## config.mk

```make
export PLATFORM = sky130hd
export DESIGN_NAME = act_skew_feeder_flat
export DESIGN_NICKNAME = d
export VERILOG_FILES = /design/src/rtl/act_skew_feeder_pkg.sv /design/src/rtl/act_skew_feeder_if.sv /design/src/rtl/act_skew_feeder_skew_delay_line.sv /design/src/rtl/act_skew_feeder.sv /design/src/flat_wrapper.sv
export SDC_FILE = /design/constraint.sdc
export NUM_CORES = 1
export LEC_CHECK = 0
export BUFFER_PORTS_ARGS = -buffer_cell sky130_fd_sc_hd__buf_2
export CAP_MARGIN = 0
export CORE_ASPECT_RATIO = 1.5
export CORE_UTILIZATION = 43
export DETAILED_ROUTE_END_ITERATION = 7
export PLACE_DENSITY = 0.68
export SLEW_MARGIN = 20
export SYNTH_ARGS = -nofsm -noshare
export SYNTH_HDL_FRONTEND = slang
export SYNTH_SLANG_ARGS = --single-unit
```

## constraint.sdc

```tcl
create_clock -name clk -period 3.9 [get_ports clk]
set_input_delay 0.39 -clock clk [delete_from_list [all_inputs] [get_ports clk]]
set_output_delay 0.39 -clock clk [all_outputs]
set_load 0.01 [all_outputs]
```

## src/rtl/act_skew_feeder_pkg.sv

```systemverilog
// ============================================================================
// Module      : act_skew_feeder_pkg
// Description : Shared array geometry defaults, FSM state encoding and helper
//               function for the activation skew feeder.
// Revision    : 1.0 - initial release
// ============================================================================
`default_nettype none

package act_skew_feeder_pkg;

    localparam int c_array_row  = 12;
    localparam int c_array_col  = 12;
    localparam int c_data_width = 8;
    localparam int c_seq_max    = 256;
    localparam int c_len_w      = 9;

    typedef enum logic [1:0] {
        ST_IDLE   = 2'd0,
        ST_STREAM = 2'd1,
        ST_DRAIN  = 2'd2
    } state_t;

    // Cycles needed after the last transfer until column ARRAY_COL-1 has emptied.
    function automatic int drain_len(input int rows, input int cols);
        return rows + cols;
    endfunction

endpackage

`default_nettype wire

```

## src/rtl/act_skew_feeder_if.sv

```systemverilog
// ============================================================================
// Module      : act_skew_feeder_if
// Description : Valid/ready activation vector stream into the skew feeder.
// Revision    : 1.0 - initial release
// ============================================================================
`default_nettype none

interface act_skew_feeder_if
    import act_skew_feeder_pkg::*;
#(
    parameter int WIDTH = c_array_row * c_data_width
) ();

    logic             s_valid;
    logic             s_ready;
    logic [WIDTH-1:0] s_act_vec;

    modport master (
        output s_valid,
        output s_act_vec,
        input  s_ready
    );

    modport slave (
        input  s_valid,
        input  s_act_vec,
        output s_ready
    );

endinterface

`default_nettype wire

```

## src/rtl/act_skew_feeder_skew_delay_line.sv

```systemverilog
// ============================================================================
// Module      : skew_delay_line
// Description : DEPTH-stage enabled shift register; q is the oldest stage.
// Revision    : 1.0 - initial release
// ============================================================================
`default_nettype none

module skew_delay_line #(
    parameter int DEPTH = 1,
    parameter int WIDTH = 8
) (
    input  logic             clk,
    input  logic             rst_n,
    input  logic             shift_en,
    input  logic [WIDTH-1:0] d,
    output logic [WIDTH-1:0] q
);

    logic [WIDTH-1:0] r_pipe [DEPTH];

    always_ff @(posedge clk or negedge rst_n) begin
        if (!rst_n) begin
            for (int i = 0; i < DEPTH; i++) begin
                r_pipe[i] <= '0;
            end
        end else if (shift_en) begin
            r_pipe[0] <= d;
            for (int i = 1; i < DEPTH; i++) begin
                r_pipe[i] <= r_pipe[i-1];
            end
        end
    end

    assign q = r_pipe[DEPTH-1];

endmodule

`default_nettype wire

```

## src/rtl/act_skew_feeder.sv

```systemverilog
// ============================================================================
// Module      : act_skew_feeder
// Description : Skews activation vectors into the systolic array and tags
//               column-0 results. Build option SKEW_STALL_EN selects stall
//               mode (hold pipeline on idle input) instead of zero bubbles.
// Revision    : 1.0 - initial release
// ============================================================================
`default_nettype none

module act_skew_feeder
    import act_skew_feeder_pkg::*;
#(
    parameter int ARRAY_ROW  = c_array_row,
    parameter int ARRAY_COL  = c_array_col,
    parameter int DATA_WIDTH = c_data_width,
    parameter int SEQ_MAX    = c_seq_max,
    parameter int LEN_W      = c_len_w
) (
    input  logic                            clk,
    input  logic                            rst_n,
    input  logic                            start,
    input  logic [LEN_W-1:0]                seq_len,
    act_skew_feeder_if.slave                s,
    output logic [ARRAY_ROW*DATA_WIDTH-1:0] out_act_vec,
    output logic                            en_compute,
    output logic                            col0_psum_valid,
    output logic                            busy,
    output logic                            done
);

    localparam int c_drain_len = drain_len(ARRAY_ROW, ARRAY_COL);
    localparam int c_dcnt_w    = $clog2(c_drain_len);

    state_t                r_state;
    state_t                w_state_nxt;
    logic [LEN_W-1:0]      r_len;
    logic [LEN_W-1:0]      r_acc_cnt;
    logic [c_dcnt_w-1:0]   r_drain_cnt;
    logic                  r_zero_done;
    logic [LEN_W-1:0]      w_len;
    logic                  w_xfer;
    logic                  w_drain_end;
    logic                  w_start_tile;
    logic                  w_start_empty;

    // Lengths beyond the tile capacity are clamped rather than overrunning.
    assign w_len = (seq_len > LEN_W'(SEQ_MAX)) ? LEN_W'(SEQ_MAX) : seq_len;

    assign w_start_tile  = (r_state == ST_IDLE) && start && (w_len != '0);
    assign w_start_empty = (r_state == ST_IDLE) && start && (w_len == '0);

    always_ff @(posedge clk or negedge rst_n) begin
        if (!rst_n) begin
            r_state <= ST_IDLE;
        end else begin
            r_state <= w_state_nxt;
        end
    end

    always_comb begin
        w_state_nxt = r_state;
        s.s_ready   = 1'b0;
        en_compute  = 1'b0;
        busy        = 1'b0;
        w_xfer      = 1'b0;
        w_drain_end = 1'b0;
        case (r_state)
            ST_IDLE: begin
                if (w_start_tile) begin
                    w_state_nxt = ST_STREAM;
                end
            end
            ST_STREAM: begin
                s.s_ready = 1'b1;
                busy      = 1'b1;
                w_xfer    = s.s_valid;
`ifdef SKEW_STALL_EN
                en_compute = s.s_valid;
`else
                en_compute = 1'b1;
`endif
                if (w_xfer && (r_acc_cnt == (r_len - LEN_W'(1)))) begin
                    w_state_nxt = ST_DRAIN;
                end
            end
            ST_DRAIN: begin
                busy       = 1'b1;
                en_compute = 1'b1;
                if (r_drain_cnt == c_dcnt_w'(c_drain_len - 1)) begin
                    w_drain_end = 1'b1;
                    w_state_nxt = ST_IDLE;
                end
            end
            default: begin
                w_state_nxt = ST_IDLE;
            end
        endcase
    end

    always_ff @(posedge clk or negedge rst_n) begin
        if (!rst_n) begin
            r_len       <= '0;
            r_acc_cnt   <= '0;
            r_drain_cnt <= '0;
            r_zero_done <= 1'b0;
        end else begin
            r_zero_done <= w_start_empty;
            if (w_start_tile) begin
                r_len     <= w_len;
                r_acc_cnt <= '0;
            end else if (w_xfer) begin
                r_acc_cnt <= r_acc_cnt + LEN_W'(1);
            end
            if (r_state == ST_DRAIN) begin
                r_drain_cnt <= r_drain_cnt + c_dcnt_w'(1);
            end else begin
                r_drain_cnt <= '0;
            end
        end
    end

    assign done = w_drain_end | r_zero_done;

    // Lane r carries r+1 stages so row r enters the array r cycles after row 0.
    for (genvar r = 0; r < ARRAY_ROW; r++) begin : g_lane
        logic [DATA_WIDTH-1:0] w_head;

        assign w_head = w_xfer ? s.s_act_vec[r*DATA_WIDTH +: DATA_WIDTH] : '0;

        skew_delay_line #(
            .DEPTH (r + 1),
            .WIDTH (DATA_WIDTH)
        ) u_lane (
            .clk      (clk),
            .rst_n    (rst_n),
            .shift_en (en_compute),
            .d        (w_head),
            .q        (out_act_vec[r*DATA_WIDTH +: DATA_WIDTH])
        );
    end

    // Tag rides with lane 0 (one stage) then waits ARRAY_ROW more for column 0.
    skew_delay_line #(
        .DEPTH (ARRAY_ROW + 1),
        .WIDTH (1)
    ) u_tag (
        .clk      (clk),
        .rst_n    (rst_n),
        .shift_en (en_compute),
        .d        (w_xfer),
        .q        (col0_psum_valid)
    );

endmodule

`default_nettype wire
```

## src/flat_wrapper.sv

```systemverilog
// flat-port wrapper written by rule: the top's interface ports become plain ports
module act_skew_feeder_flat import act_skew_feeder_pkg::*;
#(
    parameter int ARRAY_ROW  = c_array_row,
    parameter int ARRAY_COL  = c_array_col,
    parameter int DATA_WIDTH = c_data_width,
    parameter int SEQ_MAX    = c_seq_max,
    parameter int LEN_W      = c_len_w
)
  (clk, rst_n, start, seq_len, out_act_vec, en_compute, col0_psum_valid, busy, done, s_s_valid, s_s_act_vec, s_s_ready);
  act_skew_feeder_if s_i ();
  input  logic clk;
  input  logic rst_n;
  input  logic start;
  input  logic [LEN_W-1:0] seq_len;
  output logic [ARRAY_ROW*DATA_WIDTH-1:0] out_act_vec;
  output logic en_compute;
  output logic col0_psum_valid;
  output logic busy;
  output logic done;
  input wire logic [$bits(s_i.s_valid)-1:0] s_s_valid;
  input wire logic [$bits(s_i.s_act_vec)-1:0] s_s_act_vec;
  output wire logic [$bits(s_i.s_ready)-1:0] s_s_ready;
  assign s_i.s_valid = s_s_valid;
  assign s_i.s_act_vec = s_s_act_vec;
  assign s_s_ready = s_i.s_ready;
  act_skew_feeder #(.ARRAY_ROW(ARRAY_ROW), .ARRAY_COL(ARRAY_COL), .DATA_WIDTH(DATA_WIDTH), .SEQ_MAX(SEQ_MAX), .LEN_W(LEN_W)) u_core (.clk(clk), .rst_n(rst_n), .start(start), .seq_len(seq_len), .s(s_i), .out_act_vec(out_act_vec), .en_compute(en_compute), .col0_psum_valid(col0_psum_valid), .busy(busy), .done(done));
endmodule
```

======== After elaboration in Yosys (flattened, before gate mapping) ========
Cells that the tools add are included.
Widths: inputs -> output; s select.
storage, ports and cells
  bits in registers ....................... 663
cells by class
  $lt $le $gt $ge ......................... 1
  eq/ne operators ......................... 7
  add/subtract/negate cells ............... 3
  bitwise gates (word level) .............. 1
  mux-type cells .......................... 25
  reductions and logical operators ........ 10
operator list
  kind                 number
  $mux 8               12
  $mux 9               3
  $add 9x1->9 const B  1
  $eq 9x9->1           1
  $gt 9x9->1 const B   1
  $logic_not 9->1      1
  $reduce_bool 9->1    1
  $sub 9x1->9 const B  1
  $mux 2               3
  $ne 2x1->1 const B   3
  $pmux 2 s3           1
  $add 5x1->5 const B  1
  $eq 5x5->1 const B   1
  $mux 1               5
  $mux 5               1
  $logic_and 1x1->1    4
  $reduce_and 3->1     1
  $eq 2x1->1 const B   1
  $eq 2x2->1 const B   1
  $logic_not 2->1      1
  $reduce_bool 2->1    1
  $reduce_or 2->1      1
  $or 1x1->1           1

======== Depth between registers and ports, before layout ========
Gate-level depths: netlist (run 1).
  depth in word-level cells ............... 6
  depth in mapped cells ................... 8

======== Modules after synthesis ========
Synthesis (run 1) repeated with hierarchy kept, for this count alone.
unflattened totals
  cells, all modules ...................... 1716
  area total of the unflattened synthesis .. 28523.6 sq um
by module, submodules not included
  module                                       sequential area each (sq um)  area each (sq um)  instances  cells each
  skew_delay_line at u_core.g_lane[11].u_lane  2402.3                        3824.9             1          211
  skew_delay_line at u_core.g_lane[9].u_lane   2001.9                        3434.5             1          177
  skew_delay_line at u_core.g_lane[10].u_lane  2202.1                        3403.3             1          194
  skew_delay_line at u_core.g_lane[8].u_lane   1801.7                        3086.7             1          160
  skew_delay_line at u_core.g_lane[7].u_lane   1601.5                        2738.9             1          143
  skew_delay_line at u_core.g_lane[6].u_lane   1401.3                        2303.5             1          126
  act_skew_feeder                              650.6                         2230.9             1          283
  skew_delay_line at u_core.g_lane[5].u_lane   1201.2                        1920.6             1          109
  skew_delay_line at u_core.g_lane[4].u_lane   1001.0                        1556.5             1          92
  skew_delay_line at u_core.g_lane[3].u_lane   800.8                         1405.1             1          76
  skew_delay_line at u_core.g_lane[2].u_lane   600.6                         1057.3             1          59
  skew_delay_line at u_core.g_lane[1].u_lane   400.4                         709.4              1          42
  skew_delay_line at u_core.u_tag              325.3                         520.5              1          27
  skew_delay_line at u_core.g_lane[0].u_lane   200.2                         331.6              1          17

======== Worst setup path before layout (run 1) ========
OpenSTA, ideal clock, no wires.
  path kind ............................... register to register
  from .................................... reg u_core.r_state[0]
  to ...................................... reg u_core.g_lane[10].u_lane.r_pipe[24] (netlist bit)
  path slack .............................. 1.713 ns
  stages on the path, launching flop included .. 7
  data arrival time ....................... 2.062 ns
  clock period less this slack ............ 2.187 ns
  library setup time ...................... 0.125 ns
  path through ............................ dfrtp_1 > inv_1 > ha_1 > clkbuf_1 > clkbuf_1 > clkbuf_1 > mux2_2
on the way
  longest elaborated chain between the ends .. 3
  elaborated cells between the ends (all ways) .. 4
  classes of those cells .................. eq/ne: 2; mux: 1; reduce/logical: 1
ends and longest elaborated chain
  what                                      line                                   RTL
  from (decl)                               act_skew_feeder.sv:34                  state_t r_state;
  from (signal assigned)                    act_skew_feeder.sv:56                  r_state <= w_state_nxt;
  $eq 2x1->1 or $eq 2x2->1 (tied branches)  -
  $reduce_or 2->1 (no line) *               -
  $mux 1 *                                  -
  via busy                                  flat_wrapper.sv:19                     output logic busy;
  to (signal, indexed assignment)           act_skew_feeder_skew_delay_line.sv:29  r_pipe[i] <= r_pipe[i-1];
  to (decl)                                 act_skew_feeder_skew_delay_line.sv:19  logic [WIDTH-1:0] r_pipe [DEPTH];
The timed path passes the listed nets; every way through them passes the cells marked *.
A chain may end at the register's enable or synchronous reset.

======== Worst setup path after layout (run 1) ========
  from .................................... reg u_core.r_state[1]
  to ...................................... out busy
on the way
  longest elaborated chain between the ends .. 3
  elaborated cells between the ends (all ways) .. 4
  classes of those cells .................. eq/ne: 2; mux: 1; reduce/logical: 1
ends and longest elaborated chain
  what                                      line                   RTL
  $eq 2x1->1 or $eq 2x2->1 (tied branches)  act_skew_feeder.sv:67  case (r_state)
  $reduce_or 2->1 (no line) *               -
  $mux 1 *                                  act_skew_feeder.sv:67
  to (decl)                                 flat_wrapper.sv:19
Every way passes the cells marked *; elsewhere a longest branch is shown, timed or not.

==> results.sh, run 1 <==
export IMPL_status="finished, final reports clean"
export IMPL_ir_drop_mv=0.475
export IMPL_dp_cells=2650
export IMPL_worstSetupPathType="flop to output port"
export IMPL_dieArea_um2=61500
export IMPL_start_util=0.434
export IMPL_synth_area_um2=26000
export IMPL_final_cells=2840
export IMPL_tns_ns=0
export IMPL_maxSlewHeadroom=0.457
export IMPL_grt_first_pass_wirelength_um=73500
export IMPL_ant_nets=0
export IMPL_clk_latency_ns=0.61
export IMPL_rsz0062_at_grt="no"
export IMPL_overflow=0
export IMPL_min_period_ns=2.76
export IMPL_maxCapViolCount=0
export IMPL_cts_root_buffer="clkbuf_16"
export IMPL_io_pins=210
export IMPL_dp_hpwl_um=27600
export IMPL_fmax_mhz=362
export IMPL_synth_cell_types=50
export IMPL_htree_levels=2
export IMPL_dieWidth_um=203
export IMPL_finalClockSkew_ns=0.0256
export IMPL_crit_fanout=57
export IMPL_setup_violations=0
export IMPL_critical_path_arrival_ns=2.37
export IMPL_power_density_nw_per_um2=787
export IMPL_grt_pass1_vias=14673
export IMPL_viasPerCell=4.90
export IMPL_core_um2=59900
export IMPL_vias=13919
export IMPL_critPathRequiredTime_ns=3.51
export IMPL_postCtsSetupBuffers=0
export IMPL_clk_pin_slew_ns=0.06
export IMPL_chipHeight_um=303
export IMPL_drive_gt1_frac=0.434
export IMPL_area_delta_synth_final_pct=16.2
export IMPL_wire_per_inst_um=15.3
export IMPL_cts_tree="built"
export IMPL_gr_usage_all_layers=0.145
export IMPL_dr_first_iter_drc_count=543
export IMPL_syn_area_per_cell_um2=14.3
export IMPL_power_leakage_uw=0.0151
export IMPL_hold_viol=0
export IMPL_rows=110
export IMPL_slew_viol_final=0
export IMPL_syn_nets=1928
export IMPL_end_kind="output port"
export IMPL_drt_wl_total_um=43400
export IMPL_portBuffers=209
export IMPL_start_kind="flop"
export IMPL_clock_path_buffers=3
export IMPL_routabilityCongestion=0.779
export IMPL_seq_area_frac_synth=0.638
export IMPL_fin_crit_sh=0.707
export IMPL_cts_buffers=61
export IMPL_hold_class="input port to flop"
export IMPL_dr_pass1_iters=4
export IMPL_synthCells=1812
export IMPL_grt_start_max_net_pins=133
export IMPL_placed_cell_area_um2=27400
export IMPL_drc=0
export IMPL_worstMarginPinSlew_ns=0.814
export IMPL_antenna_found_initial=4
export IMPL_stdcell_area_um2=30200
export IMPL_power_uw=23800
export IMPL_fillers=5092
export IMPL_cts_sinks=663
export IMPL_synth_seq_cells=663
export IMPL_nNetsFinal=2120
export IMPL_yosysWarnings=0
## registers in the layout, summed over array words and instances, names as in the netlist
register,flops
u_core.r_zero_done,1
u_core.r_len,9
u_core.g_lane.u_lane.q,96
u_core.r_acc_cnt,9
u_core.r_drain_cnt,5
u_core.u_tag.r_pipe,12
u_core.g_lane.u_lane.r_pipe,528
u_core.r_state,2
u_core.u_tag.q,1
## cell type report
type / instances / area [um2] / area share
Antenna cell: 3 / 7.51 / 0.000248
Clock buffer: 86 / 1760 / 0.0583
Clock inverter: 26 / 339 / 0.0112
Inverter: 104 / 390 / 0.0129
Multi-Input combinational cell: 862 / 7950 / 0.263
Sequential cell: 663 / 16600 / 0.549
Tap cell: 784 / 981 / 0.0325
Timing Repair Buffer: 312 / 2190 / 0.0726
## worst max-delay path, cell delays in order, from the launching register on
cell and delay, ns:
dfrtp_1 0.38, inv_1 0.13, ha_4 0.46, buf_12 0.28
buf_12 0.28, buf_2 0.18
## metal layers
metal | track usage | wire [um] | part of all wire
met1 | 0.177 | 18200 | 0.42
met2 | 0.252 | 21900 | 0.51
met3 | 0.0316 | 1990 | 0.046
met4 | 0.0541 | 1220 | 0.028
met5 | 0 | 17 | 0.00039
## path summary, 6_finish.rpt
path                       slack (ns)  cells past startpoint                                  end                   from
setup / recovery                 1.14                      5                                 busy      u_core.r_state[1]
hold / removal                   0.05                      3   u_core.g_lane[7].u_lane.r_pipe[59]        s_s_act_vec[59]
setup reg to reg                 1.57                      7                  u_core.r_acc_cnt[4]      u_core.r_state[1]
hold reg to reg                  0.47                      1                u_core.r_drain_cnt[0]  u_core.r_drain_cnt[0]
max in group asynchronous        2.43                      3  u_core.g_lane[11].u_lane.r_pipe[54]                  rst_n
min in group asynchronous        0.41                      2   u_core.g_lane[5].u_lane.r_pipe[18]                  rst_n
## through the flow
stage / hold slack (ns) / setup WS [ns] / util
after floorplan: 0.0944 / 1.71 / -
after global placement: 0.444 / 1.65 / 0.457
after detailed placement: 0.468 / 1.60 / 0.457
after CTS: 0.00118 / 1.07 / 0.504
after global routing: 0.0146 / 0.967 / 0.505
final: 0.0468 / 1.14 / 0.505
## Yosys cell counts (all sizes together)
cell type    n  share of area
and3         1        0.00024
nor3b        3         0.0011
o32ai        1        0.00034
nand4        2        0.00048
a221o        1        0.00039
nand2       22         0.0032
nand3      104          0.020
clkbuf      45         0.0065
buf        138          0.035
nand2b       1        0.00024
or3          2        0.00048
mux2i        3         0.0012
nor4b        1        0.00034
xnor2       10         0.0034
and4         1        0.00034
dfrtp      663           0.64
inv        104          0.015
nor4         2         0.0011
mux2       541           0.23
nor2b        1        0.00024
nand4b       2        0.00067
or3b         1        0.00034
a211o        1        0.00034
ha           7         0.0034
a21oi        4        0.00077
nor3         2        0.00039
o2111ai      1        0.00034
or4          2        0.00087
o21bai       1        0.00029
a211oi       2        0.00077
a221oi       1        0.00034
a311oi       1        0.00034
o21ai       99          0.019
a21o         1        0.00034
and4b        1        0.00043
or2          2        0.00048
nor2        18         0.0026
and2         4         0.0010
nand3b       6         0.0017
o221a        1        0.00043
xor2         9         0.0030
## layout by cell type (no fill, tap or decap), types with 2 or more instances in the layout
cell type	count
a21oi_1	4
and2_1	2
buf_12	14
buf_2	208
buf_4	14
bufinv_16	7
clkbuf_1	12
clkbuf_16	62
clkbuf_8	12
clkinv_2	11
clkinvlp_4	5
dfrtp_1	663
diode_2	3
dlygate4sd3_1	75
ha_1	6
inv_1	104
mux2_2	541
mux2i_1	3
nand2_1	22
nand3_1	104
nand3b_1	6
nand4_1	2
nand4b_1	2
nor2_1	17
nor3_1	2
nor3b_1	2
o21ai_0	99
or3_1	2
or4_4	2
xnor2_1	10
xor2_1	9
## what timing repair did
action,in CTS,in global routing
gates resized for setup,0,0
hold endpoints to repair,158,0
hold buffers,75,0
## power breakdown
group / internal, uW / switching (uW) / total, uW
sequential: 9520 / 1300 / 10800
clock: 3610 / 2530 / 6140
combinational: 3730 / 3080 / 6820
total: 16900 / 6910 / 23800
## kinds of logic after synthesis
kind of cell,synth area share
muxes,0.236
buffers and inverters,0.0566
xor gates and xnor gates,0.00640
and+or+nand+nor,0.0362
AOI/OAI and AO/OA,0.0237
adders and majority gates,0.00337
DFF,0.638
Note: power is estimated with default switching activity, not from simulation.
==> inputs of run 2 (changes only) <==
Settings changed: ABC_AREA set to 1, PLACE_DENSITY 0.68 to 0.71.
Clock period 3.9 ns to 2.43 ns, I/O delays scaled along.
==> run 2 against run 1 <==
Compared with the run above: utilization grew 0.51 points; critical endpoint is now en_compute; via count rose by 24%; non-clock buffer count is 83 higher; largest cell class unchanged; highest routed layer is now met4; wire length increased by 13%.
==> results.sh, run 2 <==
export IMPL_clock_path_buffers=3
export IMPL_yosysWarnings=0
export IMPL_nNetsFinal=2970
export IMPL_status="finished, final reports clean"
export IMPL_critical_path_arrival_ns=1.85
export IMPL_start_util=0.436
export IMPL_dp_cells=3463
export IMPL_critPathRequiredTime_ns=2.19
export IMPL_diodes=0
export IMPL_power_density_nw_per_um2=1540
export IMPL_synthArstFlopShare=1.00
export IMPL_layout_common_cells="663 x dfrtp_1, 326 x inv_1, 325 x nor2_1"
export IMPL_register_area_um2=16600
export IMPL_post_synth_top_count_cell="dfrtp_1"
export IMPL_grt_start_max_net_pins=111
export IMPL_vias=17198
export IMPL_cts_root_buffer="clkbuf_16"
export IMPL_min_period_ns=2.09
export IMPL_crit_fanout=66
export IMPL_gr_usage_met3=0.0291
export IMPL_hold_class="input port to flop"
export IMPL_end_kind="output port"
export IMPL_p_switching_uw=17700
export IMPL_min_delay_path_depth=4
export IMPL_wire_per_inst_um=13.3
export IMPL_synth_ff_type="dfrtp_1"
export IMPL_multi_input_area_um2=6780
export IMPL_maxCapViolCount=0
export IMPL_area_delta_synth_final_pct=17.1
export IMPL_utilization=0.510
export IMPL_fmax_mhz=478
export IMPL_fillers=5330
export IMPL_startpoint="u_core.r_state[1]"
export IMPL_top_register="u_core.g_lane.u_lane.r_pipe"
export IMPL_rows=110
export IMPL_synthCells=2637
export IMPL_largest_register_ff_count=528
export IMPL_syn_area_per_cell_um2=9.93
export IMPL_cts_tree="built"
export IMPL_slew_viol_final=0
export IMPL_holdCritStartpoint="s_s_valid"
export IMPL_path_cells="inv_1 > ha_4 > buf_12 > buf_2"
export IMPL_final_common_cell="dfrtp_1"
export IMPL_crit_slowest_cell="dfrtp_1"
export IMPL_dieWidth_um=204
export IMPL_rr_worst_depth=7
export IMPL_r2r_start="u_core.r_state[1]"
export IMPL_rsz0062_at_grt="no"
export IMPL_overflow=0
export IMPL_setup_violations=0
export IMPL_chipHeight_um=304
export IMPL_synth_seq_cells=663
export IMPL_yosys_area_top_type="dfrtp_1"
export IMPL_finalClockSkew_ns=0.0305
export IMPL_hold_viol=0
export IMPL_dieArea_um2=61900
export IMPL_ir_drop_mv=0.958
export IMPL_slowest_delay_ns=0.37
export IMPL_switching_share=0.376
export IMPL_clk_latency_ns=0.62
export IMPL_synth_top_cell_area_share=0.633
export IMPL_worstMarginPinSlew_ns=0.622
export IMPL_grt_use_met2=0.275
export IMPL_portBuffers=209
export IMPL_clk_pin_slew_ns=0.06
export IMPL_tns_ns=0
export IMPL_cts_buffers=60
export IMPL_drc=0
export IMPL_synth_area_um2=26200
export IMPL_grt_pass1_vias=17102
export IMPL_worstSetupPathType="flop to output port"
export IMPL_dr_first_iter_drc_count=1057
export IMPL_start_kind="flop"
export IMPL_synth_area_top_cells="dfrtp_1 63%, o21ai_0 6.0%, a21oi_1 5.7%, inv_1 4.7%, nor2_1 4.7%"
export IMPL_pwr_share_seq=0.403
export IMPL_power_leakage_uw=0.0144
export IMPL_drt_wl_total_um=48900
export IMPL_routabilityCongestion=0.809
export IMPL_final_cells=3684
export IMPL_synth_edf_count=0
export IMPL_comb_power_share=0.396
export IMPL_grt_first_pass_wirelength_um=82800
export IMPL_intPower_uw=29400
export IMPL_drive_gt1_frac=0.157
export IMPL_grtUsageMet1=0.199
export IMPL_viasPerCell=4.67
export IMPL_io_pins=210
export IMPL_dr_pass1_iters=5
export IMPL_synth_cell_types=37
export IMPL_cts_sinks=663
export IMPL_core_um2=60100
export IMPL_antenna_found_initial=0
export IMPL_gr_usage_all_layers=0.161
export IMPL_synthTopCellsByCount="663 x dfrtp_1, 326 x inv_1, 325 x nor2_1"
export IMPL_power_share_clock=0.202
export IMPL_syn_nets=2753
export IMPL_globalRoute_busiestLayer="met2"
export IMPL_ant_nets=0
export IMPL_fin_crit_sh=0.861
export IMPL_maxSlewHeadroom=0.585
export IMPL_htree_levels=2
export IMPL_seq_area_frac_synth=0.633
export IMPL_dp_hpwl_um=30300
run 2: final timing paths:
| kind | to | slack, ns |
|---|---|---|
| worst max-delay path | en_compute | 0.34 |
| worst min-delay path | u_core.r_acc_cnt[1] | 0.07 |
| worst max register to register | u_core.r_len[3] | 0.36 |
| worst min register to register | u_core.r_drain_cnt[4] | 0.46 |
| max in group asynchronous | u_core.g_lane[9].u_lane.r_pipe[40] | 1.35 |
| min in group asynchronous | u_core.g_lane[10].u_lane.r_pipe[50] | 0.21 |
run 2: kinds of logic (layout without fill, tap and decap cells):
group	after synthesis	after routing	share of synthesized area
DFF	663	663	0.633
muxes	40	40	0.0172
xor gates and xnor gates	10	10	0.00334
buffers and inverters	574	837	0.108
and+or+nand+nor	720	720	0.114
adders and majority gates	7	7	0.00334
AOI/OAI and AO/OA	623	623	0.120
run 2: per-stage QoR:
stage	setup slack, ns	instance area [um2]	power, uW	hold slack, ns
detailed placement	0.494	27500	37800	0.278
global placement	0.555	27500	36900	0.279
finish	0.339	30700	47100	0.0701
CTS	0.0160	30600	47700	0.0352
floorplan	0.660	26200	34000	-0.0526
global route	0.216	30700	51400	0.0767
run 2: metal layers:
metal	up-vias	routed length, um
met5	-	0
met2	262	24000
met4	0	1820
met3	112	1810
met1	8104	21300
li1	8720	-
run 2: power by group through the flow:
| stage | Clock [uW] | Combinational (uW) | Sequential, uW |
|---|---|---|---|
| 2_1_floorplan | 0 | 15400 | 18600 |
| 3_3_place_gp | 0 | 17900 | 19000 |
| 3_5_place_dp | 0 | 18600 | 19200 |
| 4_1_cts | 9840 | 18900 | 19000 |
| 5_1_grt | 10200 | 21500 | 19600 |
| 6_report | 9500 | 18600 | 19000 |
run 2: critical path: cells and delay by family, from the launching register on:
family,cells,cell delay (ns)
buffers and inverters,3,0.53
DFF,1,0.37
adders and majority gates,1,0.30
run 2: timing repair:
action / in CTS / in global routing
setup endpoints to repair: 0 / 2
hold endpoints to repair: 155 / 0
buffers inserted: 0 / 2
hold buffers: 111 / 0
gates resized for setup: 0 / 0
run 2: final cells by class:
class	count	share of cell area
flip-flops and latches	663	0.541
clock inverters	16	0.00604
multi-input cells	1400	0.221
inverters	334	0.0410
well taps	784	0.0320
clock buffers	92	0.0591
repair buffers	395	0.0996
